[src/rtl/base_encode_drain.sv]
`default_nettype none
// ============================================================================
// Module      : base_encode_drain
// Description : Serialises a multi-hot request vector into a stream of
//               encoded bit indices, one per output beat, with a per-vector
//               sequence number and a last-beat flag. Drain order is
//               lowest-set-bit first (MSB_FIRST=0) or highest first (=1).
//
// Ports       : clk      - clock, rising edge
//               reset_n  - asynchronous active-low reset
//               i_v/i_r  - input vector valid / ready
//               i_d      - request vector (multi-hot allowed)
//               o_v/o_r  - output beat valid / ready
//               o_d      - encoded index of the bit being emitted
//               o_seq    - position of this beat within its vector
//               o_last   - beat carries the final set bit of the vector
//
// Revision    : 1.0 - initial release
// ============================================================================
module base_encode_drain #(
    parameter int ENC_WIDTH = 3,
    parameter int DEC_WIDTH = 8,
    parameter int MSB_FIRST = 0
) (
    input  logic                 clk,
    input  logic                 reset_n,
    input  logic                 i_v,
    output logic                 i_r,
    input  logic [DEC_WIDTH-1:0] i_d,
    output logic                 o_v,
    input  logic                 o_r,
    output logic [ENC_WIDTH-1:0] o_d,
    output logic [ENC_WIDTH-1:0] o_seq,
    output logic                 o_last
);

    localparam logic [ENC_WIDTH-1:0] c_top_idx = ENC_WIDTH'(DEC_WIDTH - 1);

    generate
        if (DEC_WIDTH > (1 << ENC_WIDTH)) begin : g_width_check
            $error("base_encode_drain: DEC_WIDTH exceeds 2**ENC_WIDTH");
        end
    endgenerate

    typedef enum logic [0:0] {
        ST_IDLE  = 1'b0,
        ST_DRAIN = 1'b1
    } state_t;

    state_t               state_q, state_d;
    logic [DEC_WIDTH-1:0] pend_q,  pend_d;
    logic [ENC_WIDTH-1:0] seq_q,   seq_d;

    logic                 w_busy;
    logic [DEC_WIDTH-1:0] w_scan;
    logic [ENC_WIDTH-1:0] w_scan_idx;
    logic [ENC_WIDTH-1:0] w_idx;
    logic                 w_single;
    logic [DEC_WIDTH-1:0] w_clr_mask;
    logic                 w_out_fire;
    logic                 w_in_fire;

    assign w_busy = (state_q == ST_DRAIN);

    // The encoder always searches for the lowest set bit of w_scan; for
    // MSB-first drain the pending vector is bit-reversed before the search
    // and the found position is mapped back afterwards.
    generate
        if (MSB_FIRST != 0) begin : g_msb
            for (genvar i = 0; i < DEC_WIDTH; i++) begin : g_rev
                assign w_scan[i] = pend_q[DEC_WIDTH-1-i];
            end
        end else begin : g_lsb
            assign w_scan = pend_q;
        end
    endgenerate

    // Priority encoder: descending loop, so the lowest set bit wins.
    always_comb begin
        w_scan_idx = '0;
        for (int i = DEC_WIDTH - 1; i >= 0; i--) begin
            if (w_scan[i]) begin
                w_scan_idx = ENC_WIDTH'(i);
            end
        end
    end

    generate
        if (MSB_FIRST != 0) begin : g_idx_msb
            assign w_idx = c_top_idx - w_scan_idx;
        end else begin : g_idx_lsb
            assign w_idx = w_scan_idx;
        end
    endgenerate

    // Exactly one bit left: nonzero and clearing the lowest bit empties it.
    assign w_single   = (pend_q != '0) &&
                        ((pend_q & (pend_q - DEC_WIDTH'(1))) == '0);
    assign w_clr_mask = DEC_WIDTH'(1) << w_idx;

    assign o_v    = w_busy;
    assign o_d    = w_busy ? w_idx : '0;
    assign o_seq  = w_busy ? seq_q : '0;
    assign o_last = w_busy & w_single;

    // o_r feeds i_r combinationally so a new vector can be taken in the
    // same cycle as the last beat of the current one (no bubble).
    assign i_r = ~w_busy | (o_last & o_r);

    assign w_out_fire = w_busy & o_r;
    assign w_in_fire  = i_v & i_r;

    always_comb begin
        state_d = state_q;
        pend_d  = pend_q;
        seq_d   = seq_q;

        if (w_out_fire) begin
            pend_d = pend_q & ~w_clr_mask;
            if (w_single) begin
                state_d = ST_IDLE;
                seq_d   = '0;
            end else begin
                seq_d = seq_q + ENC_WIDTH'(1);
            end
        end

        // A new vector overrides whatever the drain step produced; an
        // all-zero vector is consumed without generating any beat.
        if (w_in_fire) begin
            seq_d = '0;
            if (i_d != '0) begin
                pend_d  = i_d;
                state_d = ST_DRAIN;
            end else begin
                pend_d  = '0;
                state_d = ST_IDLE;
            end
        end
    end

    always_ff @(posedge clk or negedge reset_n) begin
        if (!reset_n) begin
            state_q <= ST_IDLE;
            pend_q  <= '0;
            seq_q   <= '0;
        end else begin
            state_q <= state_d;
            pend_q  <= pend_d;
            seq_q   <= seq_d;
        end
    end

endmodule
`default_nettype wire
[config.mk]
export PLATFORM = sky130hd
export DESIGN_NAME = base_encode_drain
export DESIGN_NICKNAME = d
export VERILOG_FILES = /design/src/rtl/base_encode_drain.sv
export SDC_FILE = /design/constraint.sdc
export NUM_CORES = 1
export LEC_CHECK = 0
export BUFFER_PORTS_ARGS = -buffer_cell sky130_fd_sc_hd__buf_4
export CELL_PAD_IN_SITES_DETAIL_PLACEMENT = 1
export CELL_PAD_IN_SITES_GLOBAL_PLACEMENT = 2
export CORE_ASPECT_RATIO = 0.8
export CORE_MARGIN = 2
export CORE_UTILIZATION = 28
export CTS_CLUSTER_DIAMETER = 120
export DETAILED_ROUTE_END_ITERATION = 10
export PLACE_DENSITY = 0.85
export SLEW_MARGIN = 20
export SYNTH_ARGS = -nofsm -noshare
export SYNTH_HDL_FRONTEND = slang
export SYNTH_SLANG_ARGS = --single-unit
export TNS_END_PERCENT = 20
[constraint.sdc]
create_clock -name clk -period 2.1 [get_ports clk]
set_input_delay 0.42 -clock clk [delete_from_list [all_inputs] [get_ports clk]]
set_output_delay 0.42 -clock clk [all_outputs]
set_load 0.01 [all_outputs]
* After elaboration in Yosys (flattened, before gate mapping)
Index checks and enable logic that the tools add are counted.
** Word-level totals
- Latch bits :: 0
- Output and inout bits :: 9
- Input port bits :: 12
- Bits in registers :: 12
- Logic and storage cells :: 42
- Memories kept :: 0
- ROM bits :: 0
- Memory bits (writable) :: 0
** Cells by class
- Shifts and indexed selects :: 1
- $add $sub $neg :: 2
- Multiplexer cells :: 20
- Reductions and logical operators :: 7
- Bitwise logic cells :: 9
- Multiply operators :: 0
- Equality and inequality tests :: 0
- Magnitude comparators :: 0
- Divide/modulo/power cells :: 0
** Operators with widths (number)
- $mux W3 :: 13
- $mux W8 :: 3
- $and A8 B8 Y8 :: 2
- $reduce_bool A8 Y1 :: 2
- $logic_not A8 Y1 :: 1
- $not A8 Y8 :: 1
- $shl A1 B3 Y8 const A :: 1
- $sub A8 B1 Y8 const B :: 1
- $and A1 B1 Y1 :: 4
- $mux W1 :: 4
- $reduce_bool A2 Y1 :: 2
- $add A3 B1 Y3 const B :: 1
- $reduce_and A2 Y1 :: 1
- $logic_and A1 B1 Y1 :: 1
- $not A1 Y1 :: 1
- $or A1 B1 Y1 :: 1

* Depth between registers and ports, before layout
Gate-level depths: netlist of the first run.
- Depth after elaboration :: 13
- Depth in mapped cells :: 6
- Mapped depth without buffers :: 5

* Worst setup path before layout of the first run
OpenSTA, ideal clock, no wires.
- Path kind :: reg-to-output
- From :: register pend_q[1]
- To :: output port i_r
- Data arrival time :: 1.595 ns
- Stages on the path, launching flop included :: 7
- Slack :: 0.085 ns
- Path through :: dfrtp_1 > buf_6 > nor4_1 > mux2i_1 > nand2_1 > o211ai_1 > nand2_1
** Between the ends
- Word-level cells in the longest chain between the ends :: 7
- Elaborated cells on any way between the ends :: 8
- Classes of those cells :: 1 x add/sub; 4 x bitwise; 3 x reduce/logical
** Ends and longest elaborated chain
- from (decl) :: line 51 : logic [DEC_WIDTH-1:0] pend_q, pend_d;
- from (signal assigned) :: line 149 : pend_q <= pend_d;
- $sub A8 B1 Y8 :: line 98 : ((pend_q & (pend_q - DEC_WIDTH'(1))) == '0);
- $and A8 B8 Y8 :: line 98
- $logic_not A8 Y1 :: line 98
- $logic_and A1 B1 Y1 * :: line 97 : assign w_single = (pend_q != '0) &&
- $and A1 B1 Y1 * :: line 104 : assign o_last = w_busy & w_single;
- $and A1 B1 Y1 * :: line 108 : assign i_r = ~w_busy | (o_last & o_r);
- $or A1 B1 Y1 * :: line 108
- to (decl) :: line 28 : output logic i_r,
Mark *: on every way between the ends. The rest lies on a longest branch, timed or not.

* Worst setup path after layout of the first run
Ends and elaborated chain as after synthesis.

==> summary.txt, run 1 <==
Floorplanning
  • Core Area: 3020 sq um
  • Die Wd: 66.3 microns
  • Die area: 3570 sq um
  • IO Count: 21
  • Starting density of the core: 28.8%
  • # rows: 18
  • Die Ht: 53.8 microns

Cells and area
  • Share of cells above drive strength 1: 45.1%
  • Most frequent cells in the layout: buf_4, nor2_1, dfrtp_1
  • Area Overhead vs Synth: 52.0%
  • Flip-flop and latch area: 303 sq um
  • Fin util: 43.7%
  • Final #Nets: 147
  • Most common cell after layout, fill and taps aside: buf_4
  • Multi-input logic area: 574 sq um
  • Final Instance Area: 1320 sq um
  • Filler instances: 375
  • Diodes inserted: 0

Route
  • DRT Pass-1 Iters: 4
  • Drt wl/cell: 18.6 microns
  • DRT antenna net count: 0
  • Routed vias/inst: 5.38
  • Routed via count: 930
  • Initial DRC count: 42
  • DRC Markers: 0
  • Drt total wl: 3.21 mm

Global route
  • Overflow after GRT: 0
  • Initial antenna violation count: 0
  • GRT Overall Usage: 19.7%
  • Largest net degree at the start of global routing: 13
  • Vias in the first global route: 973
  • First-pass GRT wire length: 4.98 mm

Place
  • Area after DPL: 1100 sq um
  • I/O Buffers: 20
  • Routability cong.: 0.842
  • Dpl hpwl: 2.13 mm

Critical path
  • Critical Path Fanout Max: 3
  • Worst setup SP type: flip-flop
  • R2R Setup Slk: -0.23 ns
  • Setup crit end kind: primary output
  • WP data required: 1.68 ns
  • Crit path max-delay cell type: dfrtp_1
  • CP max stage delay: 0.41 ns
  • Critical R2R Launch: pend_q[1]
  • Worst EP arrival: 2.00 ns
  • Critical path endpoint: i_r
  • R2R depth: 9
  • Crit path cell chain: nor4_4 -> buf_4 -> mux2i_4 -> nand2_2 -> o211ai_1 -> nand2_1 -> buf_6
  • RR Endpoint: pend_q[1]
  • Crit. Startpoint: pend_q[1]
  • CP Class: reg2out

Flow run
  • Max Cap Viol: 0

Synth
  • Leading register cell type out of synthesis: dfrtp_1
  • Post-synth EDFFs: 0
  • Mapped Area: 868 sq um
  • Seq cells post-synth: 12
  • Syn Nets: 108
  • Post-Syn Area per Cell: 9.14 sq um
  • Sequential share of the synthesized area: 34.6%
  • Yosys cell types: 34
  • Synth Instances: 95
  • Synth async-reset ratio: 100%
  • Synthesis warning total: 0

Clock tree
  • CTS tree: done
  • Cts hold-fix bufs: 0
  • H-tree depth: 1
  • Worst-path clk slew: 0.06 ns
  • Root Driver: clkbuf_8
  • Sink Count: 12
  • Clk_lat worst skew: 0.25 ns
  • CTS buffer count: 3
  • Max clock buf depth: 2

STA
  • Max_slew headroom: 68.9%
  • Setup Skew: 0.000642 ns
  • Final Hold Slack: -0.00149 ns
  • Final hold vios: 3
  • F_max: 0.414 GHz
  • Measured slew at the worst slew-check pin: 0.467 ns
  • RSZ-0062 raised after global routing: true
  • Setup TNS: -2.47 ns
  • Fin worst setup slack: -0.315 ns
  • Slew Viols, Final: 0
  • Min Tclk post-route: 2.42 ns
  • Endpoints failing setup: 13
  • Fin crit share: 115%

Power and ir drop
  • Peak VDD IR: 0.750 mV
  • Leak: 0.000606 uW
  • PwrDens: 1830 nW/um^2
  • Total power: 2420 uW

Worst hold path
  • Hold WC Path Type: in2async

Run status
  • Violated checks: negative hold slack, negative setup slack
  • Status: finished, violations left
[critical path, delay by kind of cell, from the launching register on]
family,cells,cell delay (ns)
multiplexers,1,0.24
AO/OA/AOI/OAI,1,0.23
buffers and inverters,2,0.33
flip-flops,1,0.41
AND/OR/NAND/NOR,3,0.53
[area by class of cell]
cell class | instances | share of cell area (%)
multi-input combinational | 70 | 43.5
sequential | 12 | 22.9
timing repair buffer | 42 | 24.2
inverter | 5 | 1.42
tap | 40 | 3.79
clock buffer | 4 | 4.17
[cells in the mapped netlist (all sizes together) (2+ instances only)]
master	instances	area [sq um]
buf	4	32.5
nor2	10	37.5
inv	5	18.8
nor4	4	25.0
nand4	2	12.5
clkbuf	4	15.0
dfrtp	12	300
nand2	5	18.8
a21oi	4	20.0
a221o	8	80.1
nor3	6	30.0
o21ai	4	20.0
a22o	2	17.5
nor4b	3	26.3
nand2b	3	26.3
and2	4	25.0
[power breakdown]
part | switching (uW) | leakage (uW) | internal, uW
logic | 749 | 0.000431 | 892
clock network | 97.4 | 0.0000288 | 166
registers | 175 | 0.000145 | 336
total | 1020 | 0.000606 | 1390
[worst min path at each step]
stage,to,startpoint,slack (ns)
final,pend_q[7],reset_n,-0.001
after global routing,pend_q[7],reset_n,0.005
after CTS,pend_q[5],reset_n,0.01
after detailed placement,pend_q[5],reset_n,0.28
after global placement,pend_q[7],reset_n,0.27
after floorplan,o_v,reset_n,0.12
[registers in the layout, indices dropped and copies added, names as in the netlist]
signal,count
pend_q,8
seq_q,3
o_v,1
[cells by family (layout without fill, tap and decap cells)]
family,after synthesis,in the layout,share of synthesized area (%)
AND/OR/NAND/NOR,40,40,25.6
AO/OA/AOI/OAI,26,26,27.1
buffers and inverters,13,51,7.64
flip-flops,12,12,34.6
adder cells (fa/ha/maj),2,2,2.59
multiplexers,2,2,2.45
[metal layers]
metal  vias to the layer above  wire length [microns]  GRT usage (%)  share of wire, %
met2                        15                   1630           33.2                51
met4                         0                     57           9.52               1.8
met3                         4                    108           3.14               3.4
met5                         -                      0              0                 0
li1                        439                      -              -                 -
met1                       472                   1410           25.0                44
[what timing repair did]
action	in CTS	in global routing
resized for setup	7	8
pin swaps	6	2
buffers inserted	10	1
setup endpoints to repair	6	16
[stage by stage]
| stage | hold WS (ns) | worst slack, ns | std cells |
|---|---|---|---|
| final | -0.00149 | -0.315 | 173 |
| after detailed placement | 0.275 | -0.0599 | 158 |
| after CTS | 0.0126 | -0.237 | 172 |
| after global routing | 0.00473 | -0.348 | 173 |
| after global placement | 0.272 | 0.0235 | 158 |
| after floorplan | 0.124 | 0.0854 | 95 |
Note: power is estimated with default switching activity, not from simulation.
==> run 2, diff against run 1 <==
--- a/config.mk
+++ b/config.mk
@@ -13,6 +13,7 @@
 export CORE_UTILIZATION = 28
 export CTS_CLUSTER_DIAMETER = 120
 export DETAILED_ROUTE_END_ITERATION = 10
+export GPL_TIMING_DRIVEN = 0
 export PLACE_DENSITY = 0.85
 export SLEW_MARGIN = 20
 export SYNTH_ARGS = -nofsm -noshare
==> run 2 against run 1 <==
- the flow finishes with violations (negative setup slack)
- wire length decreased by 9.7%
- first-iteration DRC count shrank 38%
- utilization down 0.25 points
- design area is 0.57% lower
- highest routed layer unchanged
==> summary.txt, run 2 (synthesis gave the netlist of run 1 again) <==
Place
  • Dpl hpwl: 1.88 mm (was 2.13 mm)
  • Placed Instances: 155 (was 158)
  • Routability cong.: 0.775 (was 0.842)
  • I/O Buffers: 20 (unchanged)

Critical path
  • R2R Setup Slk: -0.12 ns (was -0.23 ns)
  • Setup crit end kind: primary output (unchanged)
  • CP Class: reg2out (unchanged)
  • WP data required: 1.68 ns (about the same)
  • Worst EP arrival: 1.91 ns (was 2.00 ns)
  • Critical Path Fanout Max: 5 (was 3)
  • Worst setup SP type: flip-flop (unchanged)

Cells and area
  • Most frequent cells in the layout: buf_4, nor2_1, dfrtp_1 (unchanged)
  • Max reg flops: 8 (unchanged)
  • Top reg by flops: pend_q (unchanged)
  • Flip-flop and latch area: 304 sq um (was 303 sq um)
  • Final #Nets: 147 (unchanged)
  • Area Overhead vs Synth: 51.2% (was 52.0%)
  • Share of cells above drive strength 1: 43.9% (was 45.1%)
  • Most common cell after layout, fill and taps aside: buf_4 (unchanged)
  • Final Non-Filler Cells: 172 (was 173)
  • Diodes inserted: 0 (unchanged)
  • Filler instances: 356 (was 375)
  • Multi-input logic area: 563 sq um (was 574 sq um)

Floorplanning
  • Die Ht: 53.8 microns (unchanged)
  • Core Area: 3020 sq um (unchanged)
  • Die Wd: 66.3 microns (unchanged)
  • IO Count: 21 (unchanged)
  • # rows: 18 (unchanged)
  • Starting density of the core: 28.8% (unchanged)
  • Die area: 3570 sq um (unchanged)

Clock tree
  • Sink Count: 12 (unchanged)
  • Worst-path clk slew: 0.06 ns (about the same)
  • Max clock buf depth: 2 (unchanged)
  • Clk_lat worst skew: 0.25 ns (about the same)
  • Root Driver: clkbuf_8 (unchanged)
  • CTS buffer count: 3 (unchanged)
  • CTS tree: done (unchanged)
  • H-tree depth: 1 (unchanged)
  • Cts hold-fix bufs: 0 (unchanged)

STA
  • Setup Skew: 0.00529 ns (was 0.000642 ns)
  • Fin crit share: 111% (was 115%)
  • Max_slew headroom: 66.0% (was 68.9%)
  • RSZ-0062 raised after global routing: true (unchanged)
  • Min Tclk post-route: 2.33 ns (was 2.42 ns)
  • Endpoints failing setup: 10 (was 13)
  • F_max: 0.428 GHz (was 0.414 GHz)
  • Setup TNS: -1.19 ns (was -2.47 ns)
  • Fin worst setup slack: -0.235 ns (was -0.315 ns)
  • Final hold vios: 0 (was 3)
  • Measured slew at the worst slew-check pin: 0.510 ns (was 0.467 ns)
  • Slew Viols, Final: 0 (unchanged)

Route
  • Drt total wl: 2.90 mm (was 3.21 mm)
  • Initial DRC count: 26 (was 42)
  • DRT antenna net count: 0 (unchanged)
  • Routed vias/inst: 5.37 (was 5.38)
  • DRT Pass-1 Iters: 4 (unchanged)
  • DRC Markers: 0 (unchanged)
  • Drt wl/cell: 16.9 microns (was 18.6 microns)
  • Routed via count: 924 (was 930)

Global route
  • GRT Overall Usage: 18.5% (was 19.7%)
  • First-pass GRT wire length: 4.87 mm (was 4.98 mm)
  • Overflow after GRT: 0 (unchanged)
  • Largest net degree at the start of global routing: 13 (unchanged)
  • Vias in the first global route: 970 (was 973)
  • Initial antenna violation count: 0 (unchanged)

Run status
  • Violated checks: negative setup slack (was negative hold slack, negative setup slack)
  • Status: finished, violations left (unchanged)

Worst hold path
  • Hold WC Path Type: in2async (unchanged)

Power and ir drop
  • P_sw: 978 uW (was 1020 uW)
  • Part of the power in registers: 20.2% (was 21.1%)
  • Peak VDD IR: 0.693 mV (was 0.750 mV)
  • Clock Power Share: 9.4% (was 10.9%)
  • Combinational share of power: 70.4% (was 67.9%)
  • Sw Share: 41.8% (was 42.3%)
  • Int Pwr: 1360 uW (was 1390 uW)
  • PwrDens: 1780 nW/um^2 (was 1830 nW/um^2)
  • Leak: 0.000601 uW (was 0.000606 uW)

Flow run
  • Max Cap Viol: 0 (unchanged)
-- run 2: cell count changes in the layout (fill, tap and decap cells not counted), sizes merged --
cell / before / now
buf: 42 / 40
clkbuf: 4 / 5
-- run 2: per-stage QoR --
step                total power (uW)  utilization [%]  cell area [sq um]  setup slack, ns  hold slack [ns]
floorplan                       1260                -                868           0.0854            0.124
global placement                1660             35.4               1070           -0.270            0.274
detailed placement              1690             35.4               1070           -0.291            0.275
CTS                             2220             41.5               1250           -0.248           0.0140
global route                    2530             43.5               1310           -0.362           0.0127
finish                          2340             43.5               1310           -0.235          0.00154
-- run 2: area by class of cell --
| type | instances | share of cell area (%) |
|---|---|---|
| Multi-Input combinational cell | 70 | 42.9 |
| Clock buffer | 3 | 3.15 |
| Buffer | 5 | 3.15 |
| Tap cell | 40 | 3.81 |
| Sequential cell | 12 | 23.2 |
| Inverter | 5 | 1.43 |
| Timing Repair Buffer | 37 | 22.4 |
-- run 2: per-layer routing --
layer	part of all wire (%)	GRT usage (%)	vias to the layer above
met2	51	31.0	16
met1	46	24.7	470
met5	0	0	-
met3	2.9	3.14	2
met4	0.66	5.44	0
li1	-	-	436
-- run 2: critical path: stages, from the launching register on --
cell and delay (ns):
dfrtp_1 0.38, buf_6 0.13, nor4_4 0.26, mux2i_1 0.28, nand2_1 0.11, o211ai_1 0.26
nand2_1 0.10, buf_6 0.15
-- run 2: worst paths after layout --
check / cells past startpoint / to / from
setup / recovery: 7 / i_r / pend_q[1]
hold / removal: 1 / pend_q[5] / reset_n
setup reg to reg: 9 / pend_q[4] / pend_q[1]
hold reg to reg: 1 / seq_q[1] / seq_q[1]
max in group asynchronous: 1 / pend_q[2] / reset_n
min in group clk: 2 / pend_q[0] / i_d[0]
-- run 2: timing repair --
action / CTS / global route
resized for setup: 10 / 12
buffers inserted: 12 / 8
pin swaps: 4 / 7
setup endpoints to repair: 11 / 15
gates cloned: 0 / 0
-- run 2: power groups by stage --
stage | Sequential [uW] | Combinational (uW) | Clock (uW)
floorplan | 391 | 865 | 0
detailed placement | 410 | 1280 | 0
global placement | 402 | 1260 | 0
global route | 491 | 1800 | 237
CTS | 410 | 1590 | 221
finish | 473 | 1650 | 219
